===== src/rtl/serial_subtractor.sv =====
// -----------------------------------------------------------------------------
// serial_subtractor
//
// Bit-serial subtractor. It computes {bout, diff} = a - b - bin, processing one
// bit per clock, LSB first. A single full-subtractor cell is reused on every
// cycle, and a registered borrow links consecutive bit positions. This trades
// latency for area compared with a parallel ripple subtractor.
//
// Protocol:
//   - Operands are captured in parallel on the first clock edge where start
//     is high while the block is IDLE.
//   - The block then spends WIDTH cycles in SHIFT, one cycle per bit.
//   - It spends one cycle in DONE, with done high for exactly that cycle.
//   - It returns to IDLE. The next start can be accepted WIDTH+2 edges after
//     the previous one.
//   - diff and bout hold their value until the next accepted start.
//
// Parameters:
//   WIDTH  operand/result width in bits (>= 2)
//
// Ports:
//   clk    rising-edge clock
//   rst    synchronous, active-high reset; overrides every other input
//   start  operation request, sampled only in IDLE
//   a      minuend, captured on the accepted start
//   b      subtrahend, captured on the accepted start
//   bin    borrow-in, captured on the accepted start
//   busy   high while in SHIFT or DONE
//   done   one-cycle strobe, high when diff/bout are valid
//   diff   difference (a - b - bin) mod 2^WIDTH
//   bout   borrow-out of the MSB; high iff a < b + bin (unsigned)
//   ovf    (only with SERIAL_SUBTRACTOR_OVF_EN) two's-complement overflow
//
// Build option:
//   SERIAL_SUBTRACTOR_OVF_EN  when defined, adds the ovf output and its logic
// -----------------------------------------------------------------------------
module serial_subtractor #(
   parameter int WIDTH = 8
) (
   input  logic             clk,
   input  logic             rst,
   input  logic             start,
   input  logic [WIDTH-1:0] a,
   input  logic [WIDTH-1:0] b,
   input  logic             bin,
   output logic             busy,
   output logic             done,
   output logic [WIDTH-1:0] diff,
   output logic             bout
`ifdef SERIAL_SUBTRACTOR_OVF_EN
   ,
   output logic             ovf
`endif
);

   // Counter width is clog2(WIDTH). The counter only has to reach WIDTH-1,
   // so it never wraps before SHIFT exits.
   localparam int CNT_W = (WIDTH > 1) ? $clog2(WIDTH) : 1;
   localparam logic [CNT_W-1:0] LAST_CNT = CNT_W'(WIDTH - 1);

   typedef enum logic [1:0] {
      S_IDLE  = 2'd0,
      S_SHIFT = 2'd1,
      S_DONE  = 2'd2
   } state_t;

   state_t           state;
   state_t           state_nxt;

   logic [WIDTH-1:0] ra;          // minuend shift register, LSB consumed first
   logic [WIDTH-1:0] rb;          // subtrahend shift register
   logic             borrow;      // borrow into the bit currently at ra[0]
   logic [CNT_W-1:0] cnt;         // index of the bit currently being processed

   logic             accept;      // start taken this edge
   logic             last_bit;    // this SHIFT edge processes the MSB
   logic             d_bit;       // difference bit from the subtractor cell
   logic             borrow_nxt;  // borrow out of the subtractor cell

   // --------------------------------------------------------------------------
   // Full-subtractor cell
   // --------------------------------------------------------------------------
   always_comb begin
      d_bit      = ra[0] ^ rb[0] ^ borrow;
      borrow_nxt = (~ra[0] & rb[0]) | (~ra[0] & borrow) | (rb[0] & borrow);
   end

   assign accept   = (state == S_IDLE) && start;
   assign last_bit = (cnt == LAST_CNT);

   // --------------------------------------------------------------------------
   // FSM state register
   // --------------------------------------------------------------------------
   // NOTE: sequential state uses non-blocking assignments, so every register
   // samples its inputs at the same edge, independent of statement order.
   always_ff @(posedge clk) begin
      if (rst) begin
         state <= S_IDLE;
      end else begin
         state <= state_nxt;
      end
   end

   // --------------------------------------------------------------------------
   // FSM next-state logic
   // --------------------------------------------------------------------------
   // NOTE: state_nxt gets a default before the case, so no path leaves it
   // unassigned and no latch is inferred.
   always_comb begin
      state_nxt = state;
      unique case (state)
         S_IDLE: begin
            if (accept) begin
               state_nxt = S_SHIFT;
            end
         end
         S_SHIFT: begin
            if (last_bit) begin
               state_nxt = S_DONE;
            end
         end
         S_DONE: begin
            // DONE always lasts one cycle; start is ignored here.
            state_nxt = S_IDLE;
         end
         default: begin
            state_nxt = S_IDLE;
         end
      endcase
   end

   // Status outputs are decoded directly from the state register. They are
   // therefore glitch-free and follow the reset of the state register.
   assign busy = (state != S_IDLE);
   assign done = (state == S_DONE);

   // --------------------------------------------------------------------------
   // Datapath: operand shift registers, borrow, counter and result registers
   // --------------------------------------------------------------------------
   // NOTE: every datapath register is reset, including the operand shift
   // registers. An aborted operation then leaves no trace, and the visible
   // outputs return to zero on the cycle after rst.
   always_ff @(posedge clk) begin
      if (rst) begin
         ra     <= '0;
         rb     <= '0;
         borrow <= 1'b0;
         cnt    <= '0;
         diff   <= '0;
         bout   <= 1'b0;
`ifdef SERIAL_SUBTRACTOR_OVF_EN
         ovf    <= 1'b0;
`endif
      end else begin
         unique case (state)
            S_IDLE: begin
               if (accept) begin
                  ra     <= a;
                  rb     <= b;
                  borrow <= bin;
                  cnt    <= '0;
                  diff   <= '0;
                  bout   <= 1'b0;
`ifdef SERIAL_SUBTRACTOR_OVF_EN
                  ovf    <= 1'b0;
`endif
               end
            end

            S_SHIFT: begin
               // Each result bit enters at the MSB of diff. After WIDTH
               // shifts, the first bit computed has reached diff[0].
               ra     <= ra >> 1;
               rb     <= rb >> 1;
               borrow <= borrow_nxt;
               diff   <= {d_bit, diff[WIDTH-1:1]};
               cnt    <= cnt + CNT_W'(1);
               if (last_bit) begin
                  bout <= borrow_nxt;
`ifdef SERIAL_SUBTRACTOR_OVF_EN
                  // On this edge, borrow is the borrow into the MSB cell.
                  // Signed overflow is present exactly when that borrow
                  // differs from the borrow leaving the MSB.
                  ovf  <= borrow ^ borrow_nxt;
`endif
               end
            end

            default: begin
               // In DONE, all registers hold and diff/bout remain visible.
            end
         endcase
      end
   end

endmodule


===== config.mk =====
export PLATFORM = sky130hd
export DESIGN_NAME = serial_subtractor
export DESIGN_NICKNAME = d
export VERILOG_FILES = /design/src/rtl/serial_subtractor.sv
export SDC_FILE = /design/constraint.sdc
export NUM_CORES = 1
export LEC_CHECK = 0
export CAP_MARGIN = 20
export CORE_MARGIN = 5
export CORE_UTILIZATION = 35
export DETAILED_ROUTE_END_ITERATION = 16
export GPL_TIMING_DRIVEN = 0
export PLACE_DENSITY_LB_ADDON = 0.05
export RECOVER_POWER = 100
export SLEW_MARGIN = 20
export SYNTH_ARGS = -nofsm -noshare
export SYNTH_HDL_FRONTEND = slang
export SYNTH_SLANG_ARGS = --single-unit

===== constraint.sdc =====
create_clock -name clk -period 2.2 [get_ports clk]
set_clock_uncertainty 0.05 [all_clocks]
set_input_delay 0.55 -clock clk [delete_from_list [all_inputs] [get_ports clk]]
set_output_delay 0.55 -clock clk [all_outputs]
set_load 0.1 [all_outputs]

==> reports/metrics.cfg <==
[drt]
first_pass_iters=4
drt_iter0_drc=31
wl_per_cell_um=14.0
routed_via_density=4.90
dr_total_vias=1074
ant_nets=0
drc=0
finalWirelength_mm=3.06

[die]
ios=31
core_mm2=0.00394
die_area_mm2=0.00536
start_util_pct=35.4
rows=23
die_y_um=73.2
die_x_um=73.2

[global_route]
grt_pass1_vias=1110
grt-ovfl-total=0
track_usage_pct=12.3
grt_pass1_wl_mm=5.02
antenna_found_initial=0
grt_max_degree=11

[sta]
clock.fmax_mhz=472
period_minus_slack_ns=2.12
setup_ws_ns=0.0832
fin_crit_sh_pct=96.2
max_slew.worst_pin.slew_ns=1.19
rsz0062_at_grt=no
final-setup-viol-count=0
relSlewSlack_pct=21.1
hold_viol=0
slew_violations=0

[critical_path]
cp.buffers_inverters=1
start_kind=flip-flop
path_delay_family=buffers and inverters
critical_path_required_ns=1.60
crit_path_max_fanout=3
cp.depth=1
reg2reg_depth=4
slowest_delay_ns=0.88
cp.arrival_ns=1.52
cp_cell_sequence=clkbuf_1
endpoint_kind=output pin
r2r_start=state[1]
cpMaxStageDelayCell=clkbuf_1
crit_type=flip-flop to output pin
crit_start=diff[7]

[logic_synthesis]
yosys.area_share.simple_pct=12.2
mappedNetlistArea_mm2=0.00140
synth_top_family_by_area=compound AO/OA/AOI/OAI gates
async_flop_share_pct=0
synth-main-ff-cell=dfxtp_1
synthDistinctLibCells=27
muxShareOfSynthArea_pct=10.7
netlist_top_cells_area=dfxtp_1 44%, a211oi_2 14%, mux2i_1 11%, nor2_1 7.3%, a22oi_1 5.4%
synth_area_leader_cell=dfxtp_1
mappedNetlistNets=156
synth_seq_area_share_pct=44.4
synthCells=133
synth_fa_ha_area_share_pct=3.22
yosysTopAreaCellShare_pct=44.4
synthXorXnorAreaFrac_pct=0
syn_area_per_cell_um2=10.5
synth-compound-area-share_pct=23.8
yosys.cell_count.top_type=dfxtp_1
synth_seq_cells=31
synth_edf_count=0
yosys-top-cells-count=31 x dfxtp_1, 27 x nor2_1, 16 x a211oi_2
ys_warn_count=0

[cts]
cts-htree-levels=2
clockBufferDepth=2
cts.sinks=31
cts_tree=built
clk_latency_ns=0.27
ctsRootBufferMaster=clkbuf_8
postCtsHoldBufs=0
postCtsSetupRepairBufs=0
cts_buffers=5
cts.clk_slew.worst_paths_ns=0.06

[outcome]
status=complete, no violations

[pwr]
powerDensity_mw_per_mm2=704
ir_drop_mv=0.369
p_leak_nw=0.658
fin_total_pwr_mw=1.21

[placed_design]
dp_slack_ns=-0.292
hpwlAfterDp_mm=2.25
portBuffers=30
place_congestion=0.713
dp_cells=213

[finish]
fin_nets=193
area_delta_synth_final_pct=22.8
diodes=0
final_cell_count_no_fill=219
post-route-util_pct=43.5
fillers=398
drive_above_1_share_pct=13.6

[min_path]
hold_path_class=flip-flop to flip-flop
worstHoldStart=rb[7]
holdPathStages=2

[flow_run]
drv_cap=0

## kinds of logic after synthesis
group / after synthesis
simple gates: 36
compound gates: 34
flops: 31
mux: 15
buf+inv: 14
fa+ha+maj: 3
## metrics by stage
step	hold WS, ns	setup TNS, ns	instance area, um2
finish	0.429	0	1720
global route	0.451	0	1720
CTS	0.433	-0.0687	1830
detailed placement	0.425	-0.533	1760
global placement	0.421	-0.539	1760
floorplan	0.404	0	1400
## state kept, by name, summed over array words and instances (netlist names)
| name | cells |
|---|---|
| diff | 8 |
| ra | 8 |
| rb | 8 |
| cnt | 3 |
| state | 2 |
| borrow | 1 |
| bout | 1 |
## power by group
group	internal (mW)	switching (mW)
Combinational	0.0909	0.115
Sequential	0.594	0.0173
Clock	0.210	0.181
## cells in the final DEF (no fill, tap or decap)
cell type | netlist | routed
a22oi_1 | 10 | 10
buf_2 | 3 | 2
mux2i_1 | 15 | 15
clkbuf_8 | 0 | 5
nand4bb_1 | 2 | 2
clkdlybuf4s50_1 | 0 | 17
buf_6 | 1 | 1
nand2_1 | 1 | 1
nand3b_1 | 1 | 1
nor2b_2 | 1 | 2
clkbuf_1 | 1 | 16
o21ai_0 | 2 | 2
dfxtp_1 | 31 | 31
nor2_1 | 27 | 27
a211oi_2 | 16 | 8
and3b_1 | 1 | 1
o21ba_1 | 0 | 1
clkbuf_2 | 0 | 1
or2_2 | 1 | 1
a211oi_1 | 1 | 9
a31oi_1 | 1 | 1
nand3_1 | 1 | 1
a21oi_1 | 2 | 2
inv_1 | 3 | 3
buf_4 | 4 | 3
dlygate4sd3_1 | 0 | 2
fa_1 | 1 | 1
o21bai_1 | 1 | 1
ha_1 | 2 | 2
## worst paths after layout
check	to	slack, ns
setup / recovery	diff[7]	0.08
hold / removal	rb[7]	0.43
setup reg to reg	rb[4]	0.64
hold reg to reg	rb[7]	0.43
## worst reg2reg max path: cells and delay by family, from the launching register on
| kind | cells | cell delay, ns |
|---|---|---|
| compound gates | 2 | 0.56 |
| buf+inv | 1 | 0.40 |
| flops | 1 | 0.37 |
| simple gates | 1 | 0.08 |
## metal layers
layer  routed length (um)  global-route usage [%]
met5                    0                       0
met4                   49                    6.15
met3                  157                    3.17
met2                 1370                    19.3
met1                 1480                    15.4
## repair_timing
action / 4_1_cts / 5_1_grt
resized for setup: 15 / 4
setup endpoints to repair: 11 / 2
cloned: 0 / 0
hold endpoints to repair: 0 / 0
## cell type report
class / instances / area [um2] / share of cell area (%)
multi-input cells: 88 / 654 / 38.1
well taps: 50 / 62.6 / 3.64
flip-flops and latches: 31 / 621 / 36.2
plain buffers: 11 / 61.3 / 3.57
clock buffers: 6 / 72.6 / 4.23
inverters: 3 / 11.3 / 0.656
repair buffers: 30 / 234 / 13.6
Power figures use the tool's default switching activity.
